==> config.mk <==
export PLATFORM = sky130hd
export DESIGN_NAME = kbd_fifo_68k_flat
export DESIGN_NICKNAME = d
export VERILOG_FILES = /design/src/rtl/kbd_fifo_68k_if.sv /design/src/rtl/kbd_fifo_68k.sv /design/src/flat_wrapper.sv
export SDC_FILE = /design/constraint.sdc
export NUM_CORES = 1
export LEC_CHECK = 0
export ABC_AREA = 1
export BUFFER_PORTS_ARGS = -buffer_cell sky130_fd_sc_hd__buf_2
export CAP_MARGIN = 25
export CORE_MARGIN = 1
export CORE_UTILIZATION = 60
export DETAILED_ROUTE_END_ITERATION = 10
export PLACE_DENSITY = 0.79
export RECOVER_POWER = 50
export SLEW_MARGIN = 20
export SYNTH_ARGS = -nofsm -noshare
export SYNTH_HDL_FRONTEND = slang
export SYNTH_SLANG_ARGS = --single-unit
==> constraint.sdc <==
create_clock -name clk -period 5.9 [get_ports clk]
set_input_delay 0.295 -clock clk [delete_from_list [all_inputs] [get_ports clk]]
set_output_delay 0.295 -clock clk [all_outputs]
set_load 0.02 [all_outputs]
==> src/rtl/kbd_fifo_68k_if.sv <==
// rtl/kbd_fifo_68k_if.sv - PS/2 event input and 68k-style register bus for the keyboard FIFO
interface kbd_fifo_68k_if;
  logic [10:0] ps2_key;
  logic        cpu_sel;
  logic [1:0]  cpu_a;
  logic        cpu_rw;
  logic        cpu_as_n;
  logic        cpu_lds_n;
  logic [15:0] cpu_din;
  logic [15:0] cpu_dout;
  logic        dtack_n;
  logic        irq;

  modport master (
    output ps2_key, cpu_sel, cpu_a, cpu_rw, cpu_as_n, cpu_lds_n, cpu_din,
    input  cpu_dout, dtack_n, irq
  );

  modport slave (
    input  ps2_key, cpu_sel, cpu_a, cpu_rw, cpu_as_n, cpu_lds_n, cpu_din,
    output cpu_dout, dtack_n, irq
  );
endinterface

==> src/rtl/kbd_fifo_68k.sv <==
// rtl/kbd_fifo_68k.sv - PS/2 key event FIFO exposed as a 4-register 68k peripheral with DTACK and IRQ
module kbd_fifo_68k #(
  parameter int C_DEPTH_BITS = 4
) (
  input  logic         clk,
  input  logic         reset,
  kbd_fifo_68k_if.slave bus
);
  localparam int DEPTH = 1 << C_DEPTH_BITS;
  localparam logic [C_DEPTH_BITS:0] DEPTH_CNT = (C_DEPTH_BITS + 1)'(DEPTH);

  logic [9:0]              mem_q [DEPTH];
  logic [C_DEPTH_BITS-1:0] rd_ptr_q, rd_ptr_d, wr_ptr_q, wr_ptr_d;
  logic [C_DEPTH_BITS:0]   count_q, count_d;
  logic                    ovf_q, ovf_d;
  logic                    irq_en_q, irq_en_d;
  logic                    irq_q;
  logic                    dtack_n_q;
  logic                    pend_pop_q, pend_pop_d;
  logic                    prev_tog_q, primed_q;

  logic acc, empty, full, ev, ctrl_wr, flush, clr_ovf, pop_now, pop, push, drop;
  logic unused_din;

  assign unused_din = ^bus.cpu_din[15:3];

  assign acc     = bus.cpu_sel & ~bus.cpu_as_n;
  assign empty   = (count_q == '0);
  assign full    = (count_q == DEPTH_CNT);
  assign ev      = primed_q & (bus.ps2_key[10] != prev_tog_q);
  // dtack_n_q is still high on the first clock of an access, so a held write strobes once
  assign ctrl_wr = acc & dtack_n_q & ~bus.cpu_rw & (bus.cpu_a == 2'd2) & ~bus.cpu_lds_n;
  assign flush   = ctrl_wr & bus.cpu_din[1];
  assign clr_ovf = ctrl_wr & bus.cpu_din[2];
  assign pop_now = pend_pop_q & bus.cpu_as_n;
  assign pop     = pop_now & ~empty;
  // A pop in the same clock frees the slot that a push into a full FIFO needs
  assign push    = ev & ~flush & (~full | pop);
  assign drop    = ev & ~flush & full & ~pop;

  always_comb begin
    rd_ptr_d   = rd_ptr_q;
    wr_ptr_d   = wr_ptr_q;
    count_d    = count_q;
    pend_pop_d = pend_pop_q;
    ovf_d      = ovf_q;
    irq_en_d   = irq_en_q;
    if (ctrl_wr) irq_en_d = bus.cpu_din[0];
    if (drop) ovf_d = 1'b1;
    else if (clr_ovf) ovf_d = 1'b0;
    if (flush) begin
      rd_ptr_d   = '0;
      wr_ptr_d   = '0;
      count_d    = '0;
      pend_pop_d = 1'b0;
    end else begin
      if (pop) rd_ptr_d = rd_ptr_q + 1'b1;
      if (push) wr_ptr_d = wr_ptr_q + 1'b1;
      case ({push, pop})
        2'b10:   count_d = count_q + 1'b1;
        2'b01:   count_d = count_q - 1'b1;
        default: count_d = count_q;
      endcase
      if (acc && bus.cpu_rw && bus.cpu_a == 2'd0) pend_pop_d = 1'b1;
      else if (pop_now) pend_pop_d = 1'b0;
    end
  end

  always_ff @(posedge clk or posedge reset) begin
    if (reset) begin
      rd_ptr_q   <= '0;
      wr_ptr_q   <= '0;
      count_q    <= '0;
      ovf_q      <= 1'b0;
      irq_en_q   <= 1'b0;
      irq_q      <= 1'b0;
      dtack_n_q  <= 1'b1;
      pend_pop_q <= 1'b0;
      prev_tog_q <= 1'b0;
      primed_q   <= 1'b0;
    end else begin
      rd_ptr_q   <= rd_ptr_d;
      wr_ptr_q   <= wr_ptr_d;
      count_q    <= count_d;
      ovf_q      <= ovf_d;
      irq_en_q   <= irq_en_d;
      irq_q      <= irq_en_q & ~empty;
      dtack_n_q  <= ~acc;
      pend_pop_q <= pend_pop_d;
      prev_tog_q <= bus.ps2_key[10];
      primed_q   <= 1'b1;
    end
  end

  always_ff @(posedge clk) begin
    if (push) mem_q[wr_ptr_q] <= bus.ps2_key[9:0];
  end

  always_comb begin
    bus.cpu_dout = '0;
    if (bus.cpu_sel) begin
      case (bus.cpu_a)
        2'd0: if (!empty) bus.cpu_dout = {6'b100000, mem_q[rd_ptr_q]};
        2'd1: begin
          bus.cpu_dout[15]             = ovf_q;
          bus.cpu_dout[14]             = full;
          bus.cpu_dout[13]             = empty;
          bus.cpu_dout[C_DEPTH_BITS:0] = count_q;
        end
        2'd2: bus.cpu_dout[0] = irq_en_q;
        default: bus.cpu_dout = '0;
      endcase
    end
  end

  assign bus.dtack_n = dtack_n_q;
  assign bus.irq     = irq_q;
endmodule

==> src/flat_wrapper.sv <==
// flat-port wrapper written by rule: the top's interface ports become plain ports
module kbd_fifo_68k_flat 
#(
  parameter int C_DEPTH_BITS = 4
)
  (clk, reset, bus_ps2_key, bus_cpu_sel, bus_cpu_a, bus_cpu_rw, bus_cpu_as_n, bus_cpu_lds_n, bus_cpu_din, bus_cpu_dout, bus_dtack_n, bus_irq);
  kbd_fifo_68k_if bus_i ();
  input  logic clk;
  input  logic reset;
  input wire logic [$bits(bus_i.ps2_key)-1:0] bus_ps2_key;
  input wire logic [$bits(bus_i.cpu_sel)-1:0] bus_cpu_sel;
  input wire logic [$bits(bus_i.cpu_a)-1:0] bus_cpu_a;
  input wire logic [$bits(bus_i.cpu_rw)-1:0] bus_cpu_rw;
  input wire logic [$bits(bus_i.cpu_as_n)-1:0] bus_cpu_as_n;
  input wire logic [$bits(bus_i.cpu_lds_n)-1:0] bus_cpu_lds_n;
  input wire logic [$bits(bus_i.cpu_din)-1:0] bus_cpu_din;
  output wire logic [$bits(bus_i.cpu_dout)-1:0] bus_cpu_dout;
  output wire logic [$bits(bus_i.dtack_n)-1:0] bus_dtack_n;
  output wire logic [$bits(bus_i.irq)-1:0] bus_irq;
  assign bus_i.ps2_key = bus_ps2_key;
  assign bus_i.cpu_sel = bus_cpu_sel;
  assign bus_i.cpu_a = bus_cpu_a;
  assign bus_i.cpu_rw = bus_cpu_rw;
  assign bus_i.cpu_as_n = bus_cpu_as_n;
  assign bus_i.cpu_lds_n = bus_cpu_lds_n;
  assign bus_i.cpu_din = bus_cpu_din;
  assign bus_cpu_dout = bus_i.cpu_dout;
  assign bus_dtack_n = bus_i.dtack_n;
  assign bus_irq = bus_i.irq;
  kbd_fifo_68k #(.C_DEPTH_BITS(C_DEPTH_BITS)) u_core (.clk(clk), .reset(reset), .bus(bus_i));
endmodule
== Word level (Yosys, flattened, before mapping) ==
Memories as Yosys holds them, arrays and structs flattened.
Index checks and enable logic that the tools add are counted.

* Register bits after elaboration: 20
* Bits in latches: 0
* RAM bits: 160
* Memory bits (read-only): 0
* Word-level logic and storage cells: 73
* Memories kept: 1

{| class="wikitable"
|+ Memory list
! name !! words !! width !! read ports !! clocked after Yosys merged registers in !! wr ports !! RTL line !! RTL
|-
| u_core.mem_q || 16 || 10 || 1 || 0 || 1 || kbd_fifo_68k.sv:12 || <nowiki>logic [9:0] mem_q [DEPTH];</nowiki>
|}

* $add $sub $neg: 4
* Multipliers: 0
* Divide/modulo/power cells: 0
* Order comparisons: 0
* Eq/ne operators: 6
* Shift-type cells: 0
* Multiplexer cells: 19
* Bitwise gates (word level): 24
* Reductions and logical operators: 9

{| class="wikitable"
|+ Operators by type and width
! kind !! number
|-
| 16-bit two-way mux || 2
|-
| 4-bit two-way mux || 4
|-
| 1-bit AND || 15
|-
| 5-bit case mux with 2 select lines || 1
|-
| 4-bit by 1-bit adder with 4-bit output (second input constant) || 2
|-
| 8-bit two-way mux || 1
|-
| 1-bit NOT || 8
|-
| 4-bit case mux with 2 select lines || 1
|-
| 1-bit two-way mux || 7
|-
| 3-bit case mux with 2 select lines || 1
|-
| 2-bit nonzero test || 3
|-
| 3-bit nonzero test || 2
|-
| 5-bit by 1-bit adder with 5-bit output (second input constant) || 1
|-
| 5-bit == test (second input constant) || 1
|-
| 5-bit logical NOT || 1
|-
| 5-bit two-way mux || 1
|-
| 5-bit by 1-bit subtractor with 5-bit output (second input constant) || 1
|-
| 2-bit by 1-bit == test with 1-bit output (second input constant) || 2
|-
| 2-bit == test (second input constant) || 2
|-
| 1-bit case mux with 3 select lines || 1
|-
| 1-bit logical AND || 2
|-
| 2-bit logical NOT || 1
|-
| 1-bit != test || 1
|-
| 1-bit bitwise OR || 1
|}

== Logic depth before layout (Yosys ltp) ==
* Depth after elaboration: 13
* Depth in mapped cells: 17
* Depth with buffers taken out: 17

== Least setup slack after synthesis ==
No wires, ideal clock.

* Path kind: register to register
* Start point: register u_core.prev_tog_q
* End point: memory u_core.mem_q[15][0], enable pin
* Library setup time: 0.376 ns
* Arrival time: 1.634 ns
* Slack: 3.890 ns
* Stages on the path, launching flop included: 10
* Buffers on the path: 0
* Path through: dfrtp_1 -> nand2_1 -> nand2_1 -> nor2_1 -> nand2_4 -> nor2_4 -> nand2_1 -> nor2_1 -> inv_1 -> nor2_1

* Cells in the longest elaborated chain, start to end: 6

{| class="wikitable"
|+ Ends and longest elaborated chain
! what !! RTL line !! RTL
|-
| start: declaration || kbd_fifo_68k.sv:20 || <nowiki>logic prev_tog_q, primed_q;</nowiki>
|-
| start signal: assignment || kbd_fifo_68k.sv:90 || <nowiki>prev_tog_q <= bus.ps2_key[10];</nowiki>
|-
| 1-bit != test || kbd_fifo_68k.sv:30 || <nowiki>assign ev = primed_q & (bus.ps2_key[10] != prev_tog_q);</nowiki>
|-
| 1-bit AND || kbd_fifo_68k.sv:30 ||
|-
| 1-bit AND (2 in series) || kbd_fifo_68k.sv:38 || <nowiki>assign push = ev & ~flush & (~full | pop);</nowiki>
|-
| 1-bit two-way mux || kbd_fifo_68k.sv:96 || <nowiki>if (push) mem_q[wr_ptr_q] <= bus.ps2_key[9:0];</nowiki>
|-
| 1-bit two-way mux (implied by the code) || kbd_fifo_68k.sv:96 ||
|-
| end: declaration || kbd_fifo_68k.sv:12 ||
|}

Every way passes these cells.

== Worst setup path in the final report ==
* Start point: register u_core.rd_ptr_q[0]
* End point: output port bus_cpu_dout[2]

* Cells in the longest elaborated chain, start to end: 4

{| class="wikitable"
|+ Ends and longest elaborated chain
! what !! RTL line !! RTL
|-
| start: declaration || kbd_fifo_68k.sv:13 || <nowiki>logic [C_DEPTH_BITS-1:0] rd_ptr_q, rd_ptr_d, wr_ptr_q, wr_ptr_d;</nowiki>
|-
| start signal: assignment || kbd_fifo_68k.sv:82 || <nowiki>rd_ptr_q <= rd_ptr_d;</nowiki>
|-
| memory 16 x 10 bit || n/a ||
|-
| 16-bit two-way mux || kbd_fifo_68k.sv:103 || <nowiki>2'd0: if (!empty) bus.cpu_dout = {6'b100000, mem_q[rd_ptr_q]};</nowiki>
|-
| 4-bit case mux with 2 select lines || kbd_fifo_68k.sv:102 || <nowiki>case (bus.cpu_a)</nowiki>
|-
| 16-bit two-way mux || kbd_fifo_68k.sv:101 || <nowiki>if (bus.cpu_sel) begin</nowiki>
|-
| end: declaration || flat_wrapper.sv:17 || <nowiki>output wire logic [$bits(bus_i.cpu_dout)-1:0] bus_cpu_dout;</nowiki>
|}

Every way passes these cells.

==> qor.csv <==
metric,value,unit
WS Path Type,reg2out,
Clock Pin Slew Worst Setup and Hold Paths,70,ps
I/O pin cnt,53,
LEAKAGE,3.07,nW
Int Power,2.52,mW
top post-synthesis cells by area,"edfxtp_1, dfrtp_1, o21ai_0",
FMAX,279,MHz
cts repair resizes,0,
hold_ws,1.21,ps
Synth top area share,0.632,
minimum clock period,3590,ps
Worst Path Required,5610,ps
Starting Density,0.626,
Power Dens Cells,459,mW/mm^2
crit path DAT,3290,ps
status,finished clean,
Pins Over Slew Limit,0,
Slew HR,0.397,
Clock Power Share,0.299,
Post-synth EDFFs,160,
"Cell Chain, Critical Path",buf_4 -> inv_2 -> buf_4 -> nor2_1 -> nor2_1 -> o21ai_0 -> o211ai_1 -> nand3_1 -> nand2_1 -> a22oi_1 -> nor2_1 -> buf_2,
clk_lat worst skew,440,ps
Area Overhead vs Synth,12.5,%
row count,40,
via/cell ratio,6.12,
CP max-delay cell,buf_4,
H-tree Lvls,4,
Yosys Warn Count,0,
CP Capture Type,primary output,
Post-Synth Adder-Cell Area,0.00987,
synthesized flop and latch total,180,
Compound-Gate Fraction of Synth Area,0.125,
Cells after Synth,639,
RSZ-0062 raised after global routing,no,
VDD IR max,0.331,mV
Most Frequent Cell on Critical Path,nor2_1,
Pre-antenna DRT Iters,5,
Overflow after GRT,0,
vias in the first global route,5152,
GR Util All Layers,0.287,
nets,720,
clock buffer depth,2,
main combinational cell family by area after synthesis,compound AO/OA/AOI/OAI gates,
xor-xnor portion of the synthesized cell area,0.00230,
layout cells sized above 1,0.136,
Routed Antenna Nets,0,
most frequent cells in the layout,"edfxtp_1, nor2_1, o21ai_0, nand2_1",
async set-reset flop share out of synthesis,0.111,
DRC violations left,0,
first-pass GRT wire length,26.7,mm
max_cap viols,0,
gpl congestion,0.834,
clock root cell,clkbuf_16,
Fill cells,857,
Crit path largest cell delay,640,ps
Via Count,5267,
switching power,1.41,mW
CTS Buf Count,17,
Fin. Hold Viols,0,
CP startpoint kind,flip-flop,
Slew @ Worst Pin,903,ps
multiplexer area fraction after synthesis,0,
HP Class,in2async,
mean area per synthesized cell,11.9,um^2
clock skew,6.45,ps
PortBufs,36,
"commonest non-fill, non-tap cell in the layout",edfxtp_1,
initial antenna violation count,0,
CP max FO,82,
Synth area leader,edfxtp_1,
final setup vio count,0,
Vert. Die Dim,115,um
top_reg_cell synth,edfxtp_1,
Seq pwr share,0.402,
Sw Share,0.359,
WL/cell,20.6,um
post-synthesis simple-gate area fraction,0.125,
cell area after synthesis,0.00761,mm^2
pin count of the biggest net entering global routing,83,
Routed WL,17.7,mm
CTS tree,yes,
initial DRC count,554,
Die ar.,0.0131,mm^2
post-synthesis sequential area ratio,0.698,
final period utilization,0.608,
core footprint,0.0122,mm^2
Setup TNS,0,ps
diode count,0,
die width,115,um
DP Wirelength,10.5,mm
CTS Sinks,180,
Comb pwr share,0.299,
Synth cell types,39,
## per-layer routing
layer | global-route usage | up-vias | wire (um)
li1 | - | 2373 | -
met1 | 0.353 | 2586 | 6860
met2 | 0.477 | 281 | 8920
met3 | 0.0810 | 27 | 1530
met4 | 0.126 | 0 | 382
met5 | 0 | - | 0
## synthesized netlist by cell type, types with 4 or more instances
library cell    n
o221ai_1       15
dfrtp_1        19
buf_4           4
ha_1            6
o22ai_1        12
a21oi_1        12
inv_1          24
o211ai_1       16
clkbuf_1       19
nor2_1        125
buf_2           8
nand2_2         4
edfxtp_1      160
a22oi_1         4
nand4_1         4
nand3_1        23
o21ai_1         5
nand2_1        53
o21ai_0        95
## state kept, by name (all words and copies together), names as in the netlist
| name | flops |
|---|---|
| u_core.rd_ptr_q | 4 |
| u_core.ovf_q | 1 |
| u_core.count_q | 5 |
| u_core.bus.dtack_n | 1 |
| u_core.pend_pop_q | 1 |
| u_core.irq_en_q | 1 |
| u_core.prev_tog_q | 1 |
| u_core.bus.irq | 1 |
| u_core.primed_q | 1 |
| u_core.mem_q | 160 |
| u_core.wr_ptr_q | 4 |
## worst paths after layout
path	from	to	slack, ps	cells after the start
hold reg to reg	u_core.irq_en_q	u_core.bus.irq	470	2
hold / removal	reset	u_core.wr_ptr_q[2]	1	2
setup reg to reg	u_core.bus.dtack_n	u_core.mem_q[15][8]	2930	10
setup / recovery	u_core.rd_ptr_q[0]	bus_cpu_dout[2]	2310	12
min in group clk	bus_cpu_rw	u_core.pend_pop_q	80	3
max in group asynchronous	reset	u_core.rd_ptr_q[0]	5360	2
## through the flow
step	std cells	power [mW]	setup WS (ps)	cell area, um^2	utilization
3_3_place_gp	827	2.68	2940	7950	0.654
2_1_floorplan	641	2.41	3890	7610	-
6_report	860	3.93	2310	8560	0.703
5_1_grt	860	4.11	2040	8560	0.703
4_1_cts	860	3.92	2330	8590	0.706
3_5_place_dp	827	2.75	2850	7960	0.655
## power groups by stage
stage / Combinational [mW] / Clock (mW) / Sequential [mW]
after floorplan: 0.839 / 0 / 1.58
after global placement: 1.09 / 0 / 1.59
after detailed placement: 1.15 / 0 / 1.60
after CTS: 1.16 / 1.18 / 1.57
after global routing: 1.29 / 1.23 / 1.58
final: 1.18 / 1.18 / 1.58
## final cells by class
class,instances,area (um^2),share of cell area
Sequential cell,180,5310,0.620
Multi-Input combinational cell,395,2000,0.233
Clock buffer,17,425,0.0497
Timing Repair Buffer,54,302,0.0352
Tap cell,168,210,0.0246
Clock inverter,15,193,0.0225
Inverter,31,121,0.0142
## what timing repair did
| item | in CTS | in global routing |
|---|---|---|
| hold endpoints to repair | 1 | 0 |
| buffers inserted | 0 | 0 |
| hold buffers | 1 | 0 |
## critical path: cells and delay by family, from the launching register on
family,cells,cell delay (ps)
flip-flops,1,340
AO/OA/AOI/OAI,3,410
AND/OR/NAND/NOR,5,520
buffers and inverters,4,1530
## logic make-up after synthesis
| kind of cell | count (synthesis) |
|---|---|
| compound gates | 163 |
| xor+xnor | 2 |
| fa+ha+maj | 6 |
| buf+inv | 66 |
| flops | 180 |
| other cells | 2 |
| simple gates | 220 |
Power figures use the tool's default switching activity.
